--- config.mk ---
export PLATFORM = sky130hd
export DESIGN_NAME = argmax_classifier_flat
export DESIGN_NICKNAME = d
export VERILOG_FILES = /design/src/rtl/argmax_classifier_if.sv /design/src/rtl/argmax_classifier.sv /design/src/flat_wrapper.sv
export SDC_FILE = /design/constraint.sdc
export NUM_CORES = 1
export LEC_CHECK = 0
export CAP_MARGIN = 20
export CORE_MARGIN = 2
export CORE_UTILIZATION = 45
export CTS_BUF_LIST = sky130_fd_sc_hd__clkbuf_16
export CTS_CLUSTER_SIZE = 12
export DETAILED_ROUTE_END_ITERATION = 6
export GPL_TIMING_DRIVEN = 0
export PLACE_DENSITY = 0.69
export SLEW_MARGIN = 20
export SYNTH_ARGS = -nofsm -noshare
export SYNTH_HDL_FRONTEND = slang
export SYNTH_SLANG_ARGS = --single-unit
--- constraint.sdc ---
create_clock -name clk -period 9.4 [get_ports clk]
set_clock_uncertainty 0.2 [all_clocks]
set_input_delay 1.88 -clock clk [delete_from_list [all_inputs] [get_ports clk]]
set_output_delay 1.88 -clock clk [all_outputs]
set_load 0.01 [all_outputs]
--- src/rtl/argmax_classifier_if.sv ---
// Request/result bundle between the layer-2 MAC side and the argmax classifier.
// The master drives a classification request; the slave returns the winner and its confidence.
interface argmax_classifier_if #(
  parameter int NUM_CLASSES = 10,
  parameter int SCORE_W     = 16
);
  logic                           start;
  logic [NUM_CLASSES*SCORE_W-1:0] scores;
  logic                           busy;
  logic                           done;
  logic                           valid;
  logic [3:0]                     digit;
  logic [SCORE_W-1:0]             max_score;
  logic [SCORE_W:0]               margin;
  logic                           low_conf;

  modport master (
    output start, scores,
    input  busy, done, valid, digit, max_score, margin, low_conf
  );

  modport slave (
    input  start, scores,
    output busy, done, valid, digit, max_score, margin, low_conf
  );
endinterface

--- src/rtl/argmax_classifier.sv ---
// Serial argmax over a captured vector of signed class scores, one class per cycle.
// Reports the winning index, its score, the margin over the runner-up and a low-confidence flag.
module argmax_classifier #(
  parameter int NUM_CLASSES = 10,
  parameter int SCORE_W     = 16,
  parameter int MARGIN_TH   = 16
) (
  input  logic                 clk,
  input  logic                 rst_b,
  argmax_classifier_if.slave   bus,
  output logic [1:0]           state_dbg
);

  typedef enum logic [1:0] {
    IDLE = 2'd0,
    SCAN = 2'd1,
    DONE = 2'd2
  } state_t;

  localparam logic [3:0] LAST_IDX = 4'(NUM_CLASSES - 1);

  state_t                     state_q, state_d;
  logic signed [SCORE_W-1:0]  score_q [NUM_CLASSES];
  logic [3:0]                 idx_q;
  logic signed [SCORE_W-1:0]  best_q, second_q;
  logic [3:0]                 bidx_q;
  logic                       valid_q;
  logic [3:0]                 digit_q;
  logic [SCORE_W-1:0]         max_q;
  logic [SCORE_W:0]           margin_q;
  logic                       low_q;

  logic                       accept;
  logic                       last;
  logic signed [SCORE_W-1:0]  cur_s;
  logic signed [SCORE_W-1:0]  best_n, second_n;
  logic [3:0]                 bidx_n;
  logic [SCORE_W:0]           margin_n;
  logic                       low_n;

  // Handshake: start is honoured only in IDLE; busy covers the scan cycles,
  // done pulses for the single DONE cycle, and valid marks held results as current.
  always_ff @(posedge clk) begin
    if (!rst_b) state_q <= IDLE;
    else        state_q <= state_d;
  end

  always_comb begin
    state_d = state_q;
    accept  = 1'b0;
    last    = 1'b0;
    case (state_q)
      IDLE: begin
        if (bus.start) begin
          accept  = 1'b1;
          state_d = SCAN;
        end
      end
      SCAN: begin
        if (idx_q == LAST_IDX) begin
          last    = 1'b1;
          state_d = DONE;
        end
      end
      DONE:    state_d = IDLE;
      default: state_d = IDLE;
    endcase
  end

  // Strict greater-than keeps the lowest index on ties; an equal score only lifts second.
  always_comb begin
    cur_s    = score_q[idx_q];
    best_n   = best_q;
    second_n = second_q;
    bidx_n   = bidx_q;
    if (cur_s > best_q) begin
      second_n = best_q;
      best_n   = cur_s;
      bidx_n   = idx_q;
    end else if (cur_s > second_q) begin
      second_n = cur_s;
    end
    margin_n = {best_n[SCORE_W-1], best_n} - {second_n[SCORE_W-1], second_n};
    low_n    = margin_n < (SCORE_W+1)'(MARGIN_TH);
  end

  always_ff @(posedge clk) begin
    if (!rst_b) begin
      for (int i = 0; i < NUM_CLASSES; i++) score_q[i] <= '0;
      idx_q    <= '0;
      best_q   <= '0;
      second_q <= '0;
      bidx_q   <= '0;
      valid_q  <= 1'b0;
      digit_q  <= '0;
      max_q    <= '0;
      margin_q <= '0;
      low_q    <= 1'b0;
    end else if (accept) begin
      for (int i = 0; i < NUM_CLASSES; i++) score_q[i] <= bus.scores[i*SCORE_W +: SCORE_W];
      best_q   <= bus.scores[SCORE_W-1:0];
      second_q <= {1'b1, {(SCORE_W-1){1'b0}}};
      bidx_q   <= '0;
      idx_q    <= 4'd1;
      valid_q  <= 1'b0;
    end else if (state_q == SCAN) begin
      best_q   <= best_n;
      second_q <= second_n;
      bidx_q   <= bidx_n;
      idx_q    <= idx_q + 4'd1;
      if (last) begin
        digit_q  <= bidx_n;
        max_q    <= best_n;
        margin_q <= margin_n;
        low_q    <= low_n;
        valid_q  <= 1'b1;
      end
    end
  end

  assign bus.busy      = (state_q == SCAN);
  assign bus.done      = (state_q == DONE);
  assign bus.valid     = valid_q;
  assign bus.digit     = digit_q;
  assign bus.max_score = max_q;
  assign bus.margin    = margin_q;
  assign bus.low_conf  = low_q;
  assign state_dbg     = state_q;

endmodule

--- src/flat_wrapper.sv ---
// flat-port wrapper written by rule: the top's interface ports become plain ports
module argmax_classifier_flat 
#(
  parameter int NUM_CLASSES = 10,
  parameter int SCORE_W     = 16,
  parameter int MARGIN_TH   = 16
)
  (clk, rst_b, state_dbg, bus_start, bus_scores, bus_busy, bus_done, bus_valid, bus_digit, bus_max_score, bus_margin, bus_low_conf);
  argmax_classifier_if #(.NUM_CLASSES(NUM_CLASSES), .SCORE_W(SCORE_W)) bus_i ();
  input  logic clk;
  input  logic rst_b;
  output logic [1:0] state_dbg;
  input wire logic [$bits(bus_i.start)-1:0] bus_start;
  input wire logic [$bits(bus_i.scores)-1:0] bus_scores;
  output wire logic [$bits(bus_i.busy)-1:0] bus_busy;
  output wire logic [$bits(bus_i.done)-1:0] bus_done;
  output wire logic [$bits(bus_i.valid)-1:0] bus_valid;
  output wire logic [$bits(bus_i.digit)-1:0] bus_digit;
  output wire logic [$bits(bus_i.max_score)-1:0] bus_max_score;
  output wire logic [$bits(bus_i.margin)-1:0] bus_margin;
  output wire logic [$bits(bus_i.low_conf)-1:0] bus_low_conf;
  assign bus_i.start = bus_start;
  assign bus_i.scores = bus_scores;
  assign bus_busy = bus_i.busy;
  assign bus_done = bus_i.done;
  assign bus_valid = bus_i.valid;
  assign bus_digit = bus_i.digit;
  assign bus_max_score = bus_i.max_score;
  assign bus_margin = bus_i.margin;
  assign bus_low_conf = bus_i.low_conf;
  argmax_classifier #(.NUM_CLASSES(NUM_CLASSES), .SCORE_W(SCORE_W), .MARGIN_TH(MARGIN_TH)) u_core (.clk(clk), .rst_b(rst_b), .bus(bus_i), .state_dbg(state_dbg));
endmodule
==> qor.json <==
{
  "status": "completed",
  "antenna_found_initial": 0,
  "number_of_flops_mapped_to_enable_cells_by_yosys": 160,
  "wl_um": 37050,
  "power_frac_clock_pct": 28.6,
  "maxCapViolCount": 0,
  "synthCells": 1214,
  "std_cell_rows": 61,
  "static-leakage-power_uw": 0.006071,
  "ys.flop_type": "edfxtp_1",
  "r2r_cells": 31,
  "cts.sinks": 241,
  "synth.largest_area_cell": "edfxtp_1",
  "final_core_util_pct": 58.33,
  "global_route.usage.total_pct": 25.41,
  "port_buffers": 205,
  "tightest_slew_ns": 1.081,
  "num_io_pins": 206,
  "hpwl_um": 28930,
  "drc_errors": 0,
  "vias_in_the_first_global_route": 9964,
  "post-cts-setup-buffer-count": 0,
  "grt_pass1_wl_um": 56850,
  "clk_pin_slew_ns": 0.06,
  "routedWlPerCell_um": 20.12,
  "post_synth_main_area_contributors": "edfxtp_1, dfxtp_1, and2_1",
  "timing.setup.tns_ns": 0,
  "drtAntennaViolNets": 0,
  "regToRegEndpoint": "u_core.bus.low_conf$_SDFFE_PN0P_",
  "mappedNetlistArea_um2": 12690,
  "clk_root_buffer_cell": "clkbuf_16",
  "layout.cells.most_common_list": "clkdlybuf4s50_1, and2_1, edfxtp_1",
  "timing.fmax_ghz": 0.1134,
  "clock_path_buffers": 3,
  "global_route.overflow_total": 0,
  "irDropWorstVdd_mv": 0.1171,
  "critPathKind": "flip-flop to flip-flop",
  "vias": 10190,
  "drtPass1Iterations": 7,
  "synth_seq_cells": 241,
  "yosysWarnings": 0,
  "cp_data_required_time_ns": 9.68,
  "worst_hold_path_type": "flip-flop to flip-flop",
  "fp.dieArea_um2": 29570,
  "asyncSetResetFlopFracSynth_pct": 0,
  "mostFrequentLayoutCell": "clkdlybuf4s50_1",
  "floorplan.initialDensity_pct": 45.69,
  "setup-violations-final": 0,
  "worst_slack_ns": 0.5843,
  "critical_path.most_common_cell": "buf_6",
  "cts_hold_repair.buffers": 0,
  "cts-buffers-inserted": 26,
  "layout.nets": 1655,
  "synth_cell_type_count": 81,
  "rr_startpoint": "u_core.idx_q[0]$_SDFFE_PN0P_",
  "placement.setup.worst_slack_ns": -1.759,
  "hold_viol_final": 0,
  "hp-start": "u_core.bus.margin[6]$_SDFFE_PN0P_",
  "min_to": "u_core.bus.margin[6]$_SDFFE_PN0P_",
  "slew_headroom_pct": 27.92,
  "final.min_clock_period_ns": 8.816,
  "postSynthNetCount": 1423,
  "unrepaired_setup_endpoints_after_global_routing": "no",
  "comb_power_share_pct": 36.3,
  "clk_latency_ns": 0.55,
  "post_synthesis_mean_instance_area_um2": 10.46,
  "p_per_area_nw_per_um2": 219.9,
  "crit_path_top_delay_cell": "or4b_1",
  "min_path_cells": 2,
  "floorplan.die.height_um": 172.0,
  "maxSlewViolCount": 0,
  "netSwitchingFraction_pct": 34.99,
  "area_fraction_of_the_dominant_cell_type_after_synthesis_pct": 37.85,
  "post-route-period-util_pct": 93.78,
  "n_antenna_cell": 0,
  "seq_power_share_pct": 35.1,
  "grt_start_max_net_pins": 48,
  "core-area_um2": 27780,
  "net-switching-power_uw": 1247,
  "cts_tree": "done",
  "worst_ep_arrival_time_ns": 9.09,
  "drive_above_1_share_pct": 8.402,
  "worst-path-max-fanout": 18,
  "die-width_um": 172.0,
  "total_chip_power_uw": 3564,
  "critical_path.max_stage_delay_ns": 0.53,
  "drtIter0Drc": 870,
  "cp-end-kind": "flip-flop",
  "reg2reg_slack_ns": 0.58,
  "critical_path.startpoint_type": "flip-flop",
  "globalplace.congestion": 0.9433,
  "area_delta_synth_final_pct": 27.66,
  "via_per_inst": 5.533,
  "level_count_of_the_clock_h_tree": 1,
  "p_int_uw": 2317,
  "synth_sequential_area_ratio_pct": 50.62
}
## flip-flops by register name (all words and copies together), names as in the netlist, 4 cells and up
name                  count
u_core.score_q          160
u_core.bidx_q             4
u_core.best_q            16
u_core.bus.margin        17
u_core.second_q          16
u_core.bus.max_score     16
u_core.idx_q              4
u_core.bus.digit          4
## per-stage QoR
step	cell area, um2	std cells	hold slack [ns]
after floorplan	12690	1214	0.2518
after CTS	16170	1843	0.2579
after global placement	15220	1797	0.2434
final	16210	1842	0.2539
after detailed placement	15290	1800	0.2490
after global routing	16210	1842	0.2812
## cell usage after synthesis (all sizes together), types with 28 or more instances
library cell,n
and2,163
ha,45
nand2,108
mux4,32
a21oi,102
clkbuf,60
dfxtp,81
nor2,101
edfxtp,160
a211oi,28
o21ai,59
inv,47
## routing by layer
layer	track usage [%]	wire (um)
met1	33.83	15650
met2	44.32	17960
met3	3.342	2698
met4	5.809	740
met5	0	0
## critical path: cells and delay by family, from the launching register on
kind | cells | cell delay [ns]
DFF | 1 | 0.37
buffers and inverters | 7 | 1.67
and+or+nand+nor | 10 | 3.19
muxes | 2 | 0.85
AOI/OAI and AO/OA | 10 | 1.81
adders and majority gates | 2 | 0.61
## logic make-up (layout without fill, tap and decap cells)
logic type      count (synthesis)  after routing  share of synthesized area [%]
buf+inv                       122            372                          3.736
simple gates                  462            462                          18.83
xor+xnor                       13             13                         0.8969
mux                            56             56                          7.619
flops                         241            241                          50.62
compound gates                274            274                          13.71
fa+ha+maj                      46             46                          4.593
## layout make-up
type	count	area [um2]
inverters	48	180.2
clock buffers	27	675.6
plain buffers	70	324.1
fillers	2355	11580
clock inverters	19	167.7
flip-flops and latches	241	6426
well taps	378	473.0
repair buffers	208	2120
multi-input cells	851	5839
## power groups by stage
stage,logic [uW],registers [uW],clock network [uW]
final,1290,1250,1020
after detailed placement,1250,1270,0
after CTS,1270,1250,1030
after floorplan,863,1270,0
after global placement,1230,1280,0
after global routing,1420,1260,1070
## how the worst max path moves through the flow
stage                            startpoint                               end  slack [ns]  cells after the start
2_1_floorplan  u_core.idx_q[0]$_SDFFE_PN0P_  u_core.bus.low_conf$_SDFFE_PN0P_        0.75                     30
3_3_place_gp   u_core.idx_q[0]$_SDFFE_PN0P_  u_core.bus.low_conf$_SDFFE_PN0P_       -1.65                     32
3_5_place_dp   u_core.idx_q[0]$_SDFFE_PN0P_  u_core.bus.low_conf$_SDFFE_PN0P_       -1.76                     31
4_1_cts        u_core.idx_q[0]$_SDFFE_PN0P_  u_core.bus.low_conf$_SDFFE_PN0P_       0.007                     32
5_1_grt        u_core.idx_q[0]$_SDFFE_PN0P_  u_core.bus.low_conf$_SDFFE_PN0P_        0.06                     31
6_report       u_core.idx_q[0]$_SDFFE_PN0P_  u_core.bus.low_conf$_SDFFE_PN0P_        0.58                     31
## repair_timing
item                       CTS  global route
hold endpoints to repair     0             0
pin swaps                    0             0
resized for setup           27            13
setup endpoints to repair   11             3
Note: power is estimated with default switching activity, not from simulation.
